$ cat src/rtl/dc_1_bank_requester.sv
// Bank requester: splits a 128-bit line command into Rows 36-bit bank requests
// and, for reads, gathers the in-order bank acks back into one line response.
`ifndef WAY_BITS
`define WAY_BITS 2
`endif

module dc_1_bank_requester #(
    parameter int Width = 36,
    parameter int Rows  = 4
) (
    input  logic                 clk,
    input  logic                 reset,
    input  logic                 cmd_valid,
    output logic                 cmd_retry,
    input  logic                 cmd_write,
    input  logic [28:0]          cmd_addr,
    input  logic [`WAY_BITS-1:0] cmd_way,
    input  logic [127:0]         cmd_wdata,
    input  logic [15:0]          cmd_wmask,
    output logic                 req_valid,
    input  logic                 req_retry,
    output logic                 write,
    output logic [28:0]          req_addr,
    output logic [`WAY_BITS-1:0] way_no,
    output logic [1:0]           row_even_odd,
    output logic [Width-1:0]     req_data,
    input  logic                 ack_valid,
    output logic                 ack_retry,
    input  logic [Width-1:0]     ack_data,
    output logic                 rsp_valid,
    input  logic                 rsp_retry,
    output logic [127:0]         rsp_data
);
    localparam int DW = Width - 4;
    localparam int RW = $clog2(Rows);

    typedef enum logic [1:0] {IDLE, ISSUE, DRAIN, RESP} state_t;

    state_t                      state, state_nxt;
    logic [28:0]                 addr_q;
    logic [`WAY_BITS-1:0]        way_q;
    logic                        write_q;
    logic [Rows-1:0][DW-1:0]     wdata_q;
    logic [Rows-1:0][3:0]        wmask_q;
    logic [Rows-1:0][DW-1:0]     line_q;
    logic [2:0]                  issue_cnt, ack_cnt, ack_total;
    logic [RW-1:0]               issue_row, ack_row;
    logic                        cmd_xfer, req_xfer, rsp_xfer, ack_take, last_issue;
    logic                        ack_unused;

    assign issue_row  = issue_cnt[RW-1:0];
    assign ack_row    = ack_cnt[RW-1:0];
    assign cmd_xfer   = cmd_valid && (state == IDLE);
    assign req_xfer   = (state == ISSUE) && !req_retry;
    assign rsp_xfer   = (state == RESP) && !rsp_retry;
    assign last_issue = req_xfer && (issue_cnt == 3'(Rows - 1));
    // Acks are only meaningful while a read is in flight; anything else is dropped.
    assign ack_take   = ack_valid && !write_q && ((state == ISSUE) || (state == DRAIN))
                        && (ack_cnt < 3'(Rows));
    assign ack_total  = ack_cnt + {2'b0, ack_take};
    assign ack_unused = ^ack_data[Width-1:DW];

    always_ff @(posedge clk or negedge reset) begin
        if (!reset) state <= IDLE;
        else        state <= state_nxt;
    end

    always_comb begin
        state_nxt = state;
        case (state)
            IDLE:  if (cmd_xfer) state_nxt = ISSUE;
            ISSUE: if (last_issue) begin
                       if (write_q)                    state_nxt = IDLE;
                       else if (ack_total < 3'(Rows)) state_nxt = DRAIN;
                       else                           state_nxt = RESP;
                   end
            DRAIN: if (ack_take && (ack_cnt == 3'(Rows - 1))) state_nxt = RESP;
            RESP:  if (rsp_xfer) state_nxt = IDLE;
            default: state_nxt = IDLE;
        endcase
    end

    always_comb begin
        cmd_retry    = (state != IDLE);
        req_valid    = (state == ISSUE);
        rsp_valid    = (state == RESP);
        ack_retry    = (state == RESP);
        write        = req_valid && write_q;
        req_addr     = req_valid ? addr_q : 29'h0;
        way_no       = req_valid ? way_q : '0;
        row_even_odd = req_valid ? issue_cnt[1:0] : 2'b0;
        req_data     = write ? {wmask_q[issue_row], wdata_q[issue_row]} : '0;
        rsp_data     = line_q;
    end

    always_ff @(posedge clk or negedge reset) begin
        if (!reset) begin
            addr_q    <= '0;
            way_q     <= '0;
            write_q   <= 1'b0;
            wdata_q   <= '0;
            wmask_q   <= '0;
            issue_cnt <= '0;
            ack_cnt   <= '0;
            line_q    <= '0;
        end else begin
            if (cmd_xfer) begin
                addr_q    <= cmd_addr;
                way_q     <= cmd_way;
                write_q   <= cmd_write;
                wdata_q   <= cmd_wdata;
                wmask_q   <= cmd_wmask;
                issue_cnt <= '0;
                ack_cnt   <= '0;
            end else begin
                if (req_xfer) issue_cnt <= issue_cnt + 3'd1;
                if (ack_take) ack_cnt   <= ack_cnt + 3'd1;
            end
            if (ack_take) line_q[ack_row] <= ack_data[DW-1:0];
        end
    end

endmodule

$ cat config.mk
export PLATFORM = sky130hd
export DESIGN_NAME = dc_1_bank_requester
export DESIGN_NICKNAME = d
export VERILOG_FILES = /design/src/rtl/dc_1_bank_requester.sv
export SDC_FILE = /design/constraint.sdc
export NUM_CORES = 1
export LEC_CHECK = 0
export CAP_MARGIN = 10
export CORE_UTILIZATION = 47
export CTS_BUF_LIST = sky130_fd_sc_hd__clkbuf_16
export DETAILED_ROUTE_END_ITERATION = 10
export PLACE_DENSITY = 0.83
export SLEW_MARGIN = 20
export SYNTH_ARGS = -nofsm -noshare
export SYNTH_HDL_FRONTEND = slang
export SYNTH_SLANG_ARGS = --single-unit
$ cat constraint.sdc
create_clock -name clk -period 2.4 [get_ports clk]
set_clock_uncertainty 0.15 [all_clocks]
set_input_delay 0.6 -clock clk [delete_from_list [all_inputs] [get_ports clk]]
set_output_delay 0.6 -clock clk [all_outputs]
set_load 0.005 [all_outputs]
==> flow_summary_export.csv <==
group,metric,value,unit
grt,grt.met3_usage,6.94,%
placement,pre_cts_slack,-0.178,ns
clock_tree,cts_max_level,2,
drt,wirelength,37100,µm
pwr,power_per_cell_area,1290,nW/µm²
finish,area_delta_synth_final,52.3,%
placement,globalplace.congestion,0.802,
synth,yosysSeqAreaShare,59.6,%
finish,utilization,73.6,%
grt,grt_usage,26.0,%
timing,drv_slew,0,
placement,io_buffers,415,
hold_path,hold_class,"flip-flop to flip-flop",
grt,overflow,0,
timing,fin_crit_sh,117,%
grt,grt_use_met2,44.6,%
timing,max_freq,0.356,GHz
timing,setup_violations,72,
drt,vias_per_cell,5.21,
clock_tree,root_buffer,"clkbuf_16",
drt,wl_per_cell,21.6,µm
run_status,failed_checks,"negative setup slack",
synth,synthCells,823,
clock_tree,cts_buffers,34,
timing,worst_slew_pin_slew,0.408,ns
timing,setup_ws,-0.412,ns
grt,grt.busiest_layer,"met2",
timing,hold_violations,0,
drt,drcViolationCount,0,
timing,hold_slack,0.350,ns
synth,synth_area,13100,µm²
pwr,power.leakage,8.75,nW
setup_path,setup.worst_path.class,"flip-flop to output pin",
floorplan,start_util,48.3,%
setup_path,critPathMaxFanout,7,
grt,grt_pass1_wl,55600,µm
clock_tree,clk_latency,0.52,ns
setup_path,critical_path.cell_chain,"buf_6 -> buf_12 -> buf_8 -> mux4_2 -> nor2b_1 -> buf_2",
floorplan,die_h,169,µm
setup_path,crit_slowest_cell,"mux4_2",
setup_path,cpPeakStageDelay,0.48,ns
drt,ant_nets,0,
clock_tree,cts_sinks,312,
drt,first_pass_iters,6,
clock_tree,clkSlewWorstSetupHoldPaths,0.06,ns
setup_path,worstPathRequired,1.65,ns
drt,drt_iter0_drc,385,
synth,synth.avg_cell_area,15.9,µm²
floorplan,rows,60,
grt,antenna_found_initial,2,
floorplan,dieArea,28500,µm²
pwr,ir_drop,0.000709,V
timing,layout_min_cycle_time,2.81,ns
drt,vias,8919,
run_status,status,"finished, violations left",
floorplan,die_w,169,µm
synth,syn_nets,1053,
placement,dpl.hpwl,25400,µm
placement,dp_cells,1606,
finish,nNetsFinal,1546,
synth,ys_types,27,
synth,ys_ff_latch,312,
finish,drive_above_1_share,46.2,%
grt,use_met1,30.9,%
grt,grt_max_degree,80,
finish,regArea,7810,µm²
timing,rsz0062_at_grt,"true",
finish,instances_no_fill,1713,
grt,grt_pass1_vias,9530,
setup_path,endpoint_kind,"output pin",
floorplan,design.core.area,27100,µm²
clock_tree,cts_tree,"yes",
setup_path,crit_arrival,2.06,ns
floorplan,io_pins,420,
clock_tree,clock_path_buffers,3,
finish,n_fill_cell,1706,
finish,multiInputGateArea,5310,µm²
job,cap_viol_max_count,0,
setup_path,cp-start-kind,"flip-flop",
timing,slew-limit-headroom,72.8,%
synth,ys_warn_count,0,
## synth_stat cells
cell | instances | area, µm²
o221ai_1 | 1 | 8.76
and4bb_2 | 1 | 12.5
buf_6 | 1 | 11.3
nand2_1 | 6 | 22.5
ha_1 | 12 | 150
dfrtp_1 | 312 | 7810
or4_1 | 1 | 7.51
o21ai_0 | 1 | 5.00
a211oi_1 | 1 | 7.51
and2_1 | 34 | 213
a21boi_1 | 1 | 7.51
nand2b_1 | 1 | 6.26
buf_4 | 2 | 15.0
mux2_2 | 305 | 3430
inv_1 | 9 | 33.8
clkbuf_1 | 10 | 37.5
buf_1 | 1 | 3.75
buf_2 | 34 | 170
nor2b_1 | 37 | 231
a21oi_1 | 2 | 10.0
a2111oi_0 | 1 | 8.76
xnor2_1 | 2 | 17.5
mux2i_1 | 1 | 10.0
nor2_1 | 9 | 33.8
a31o_2 | 1 | 8.76
or3_1 | 1 | 6.26
mux4_2 | 36 | 811
## sequential cells by signal, indices dropped and copies added (netlist names), named ones only
register,flops
way_q,2
wdata_q,128
addr_q,29
wmask_q,16
rsp_data,128
issue_cnt,3
ack_cnt,3
state,1
write_q,1
## placed cells by master (no fill, tap or decap), drive strengths merged, types with 2 or more instances in the layout
master,count
and2,34
ha,12
clkdlybuf4s50,340
clkbuf,38
mux2,305
clkinv,11
dfrtp,312
inv,20
xnor2,2
mux4,36
nor2b,37
bufinv,3
nand2,6
a21oi,2
nor2,9
buf,158
diode,2
## timing repair
item | 4_1_cts | 5_1_grt
endpoints found under the hold margin | 34 | 0
buffers inserted | 33 | 16
pin swaps | 8 | 20
hold buffers | 1 | 0
endpoints found under the setup margin | 74 | 68
cloned | 7 | 1
gates resized for setup | 391 | 70
## through the flow
stage | cell area (µm²) | power [mW] | setup TNS, ns
2_1_floorplan | 13100 | 13.9 | 0
3_3_place_gp | 18100 | 18.7 | -3.04
3_5_place_dp | 18100 | 19.1 | -3.27
4_1_cts | 19800 | 25.5 | -18.87
5_1_grt | 19900 | 27.0 | -22.41
6_report | 19900 | 25.8 | -18.06
## metal layers
layer | wire length [µm] | up-vias
met5 | 0 | -
met4 | 1360 | 0
met3 | 2790 | 77
met2 | 19000 | 343
met1 | 13900 | 4568
li1 | - | 3931
## critical path, delay by kind of cell (launching register included)
family	cells	cell delay (ns)
and+or+nand+nor	1	0.14
buffers and inverters	4	0.54
muxes	1	0.48
DFF	1	0.39
## path summary, 6_finish.rpt
kind / startpoint / endpoint / slack [ns] / cells after the start
setup reg to reg: state[0]$_DFFE_PN0P_ / flip-flop / -0.11 / 11
setup / recovery: issue_cnt[0]$_DFFE_PN0P_ / req_data[15] / -0.41 / 6
hold / removal: wdata_q[81]$_DFFE_PN0P_ / wdata_q[81]$_DFFE_PN0P_ / 0.35 / 1
max in group asynchronous: reset / wdata_q[12]$_DFFE_PN0P_ / 0.91 / 3
min in group asynchronous: reset / rsp_data[85]$_DFFE_PN0P_ / 0.44 / 2
hold reg to reg: wdata_q[81]$_DFFE_PN0P_ / wdata_q[81]$_DFFE_PN0P_ / 0.35 / 1
## cell type report
| type | count | area share [%] |
|---|---|---|
| timing repair buffer | 505 | 26.3 |
| inverter | 9 | 0.182 |
| multi-input combinational | 454 | 26.6 |
| antenna | 2 | 0.0251 |
| clock buffer | 34 | 4.27 |
| sequential | 312 | 39.2 |
| clock inverter | 25 | 1.05 |
| tap | 372 | 2.33 |
## where the power goes
part           switching [mW]  leakage, nW  internal, mW  total [mW]
registers                1.37         3.82          7.77        9.14
logic                    3.90         4.38          7.69        11.6
clock network            2.12        0.552          2.92        5.03
total                    7.38         8.75          18.4        25.8
## kinds of logic (layout without fill, tap and decap cells)
family,Yosys count,after routing,synth area share [%]
adder cells (fa/ha/maj),12,12,1.15
buffers and inverters,57,573,2.07
XOR/XNOR,2,2,0.134
other,0,2,0
flip-flops,312,312,59.6
AND/OR/NAND/NOR,90,90,4.07
multiplexers,342,342,32.5
AO/OA/AOI/OAI,8,8,0.430
Note: power is estimated with default switching activity, not from simulation.
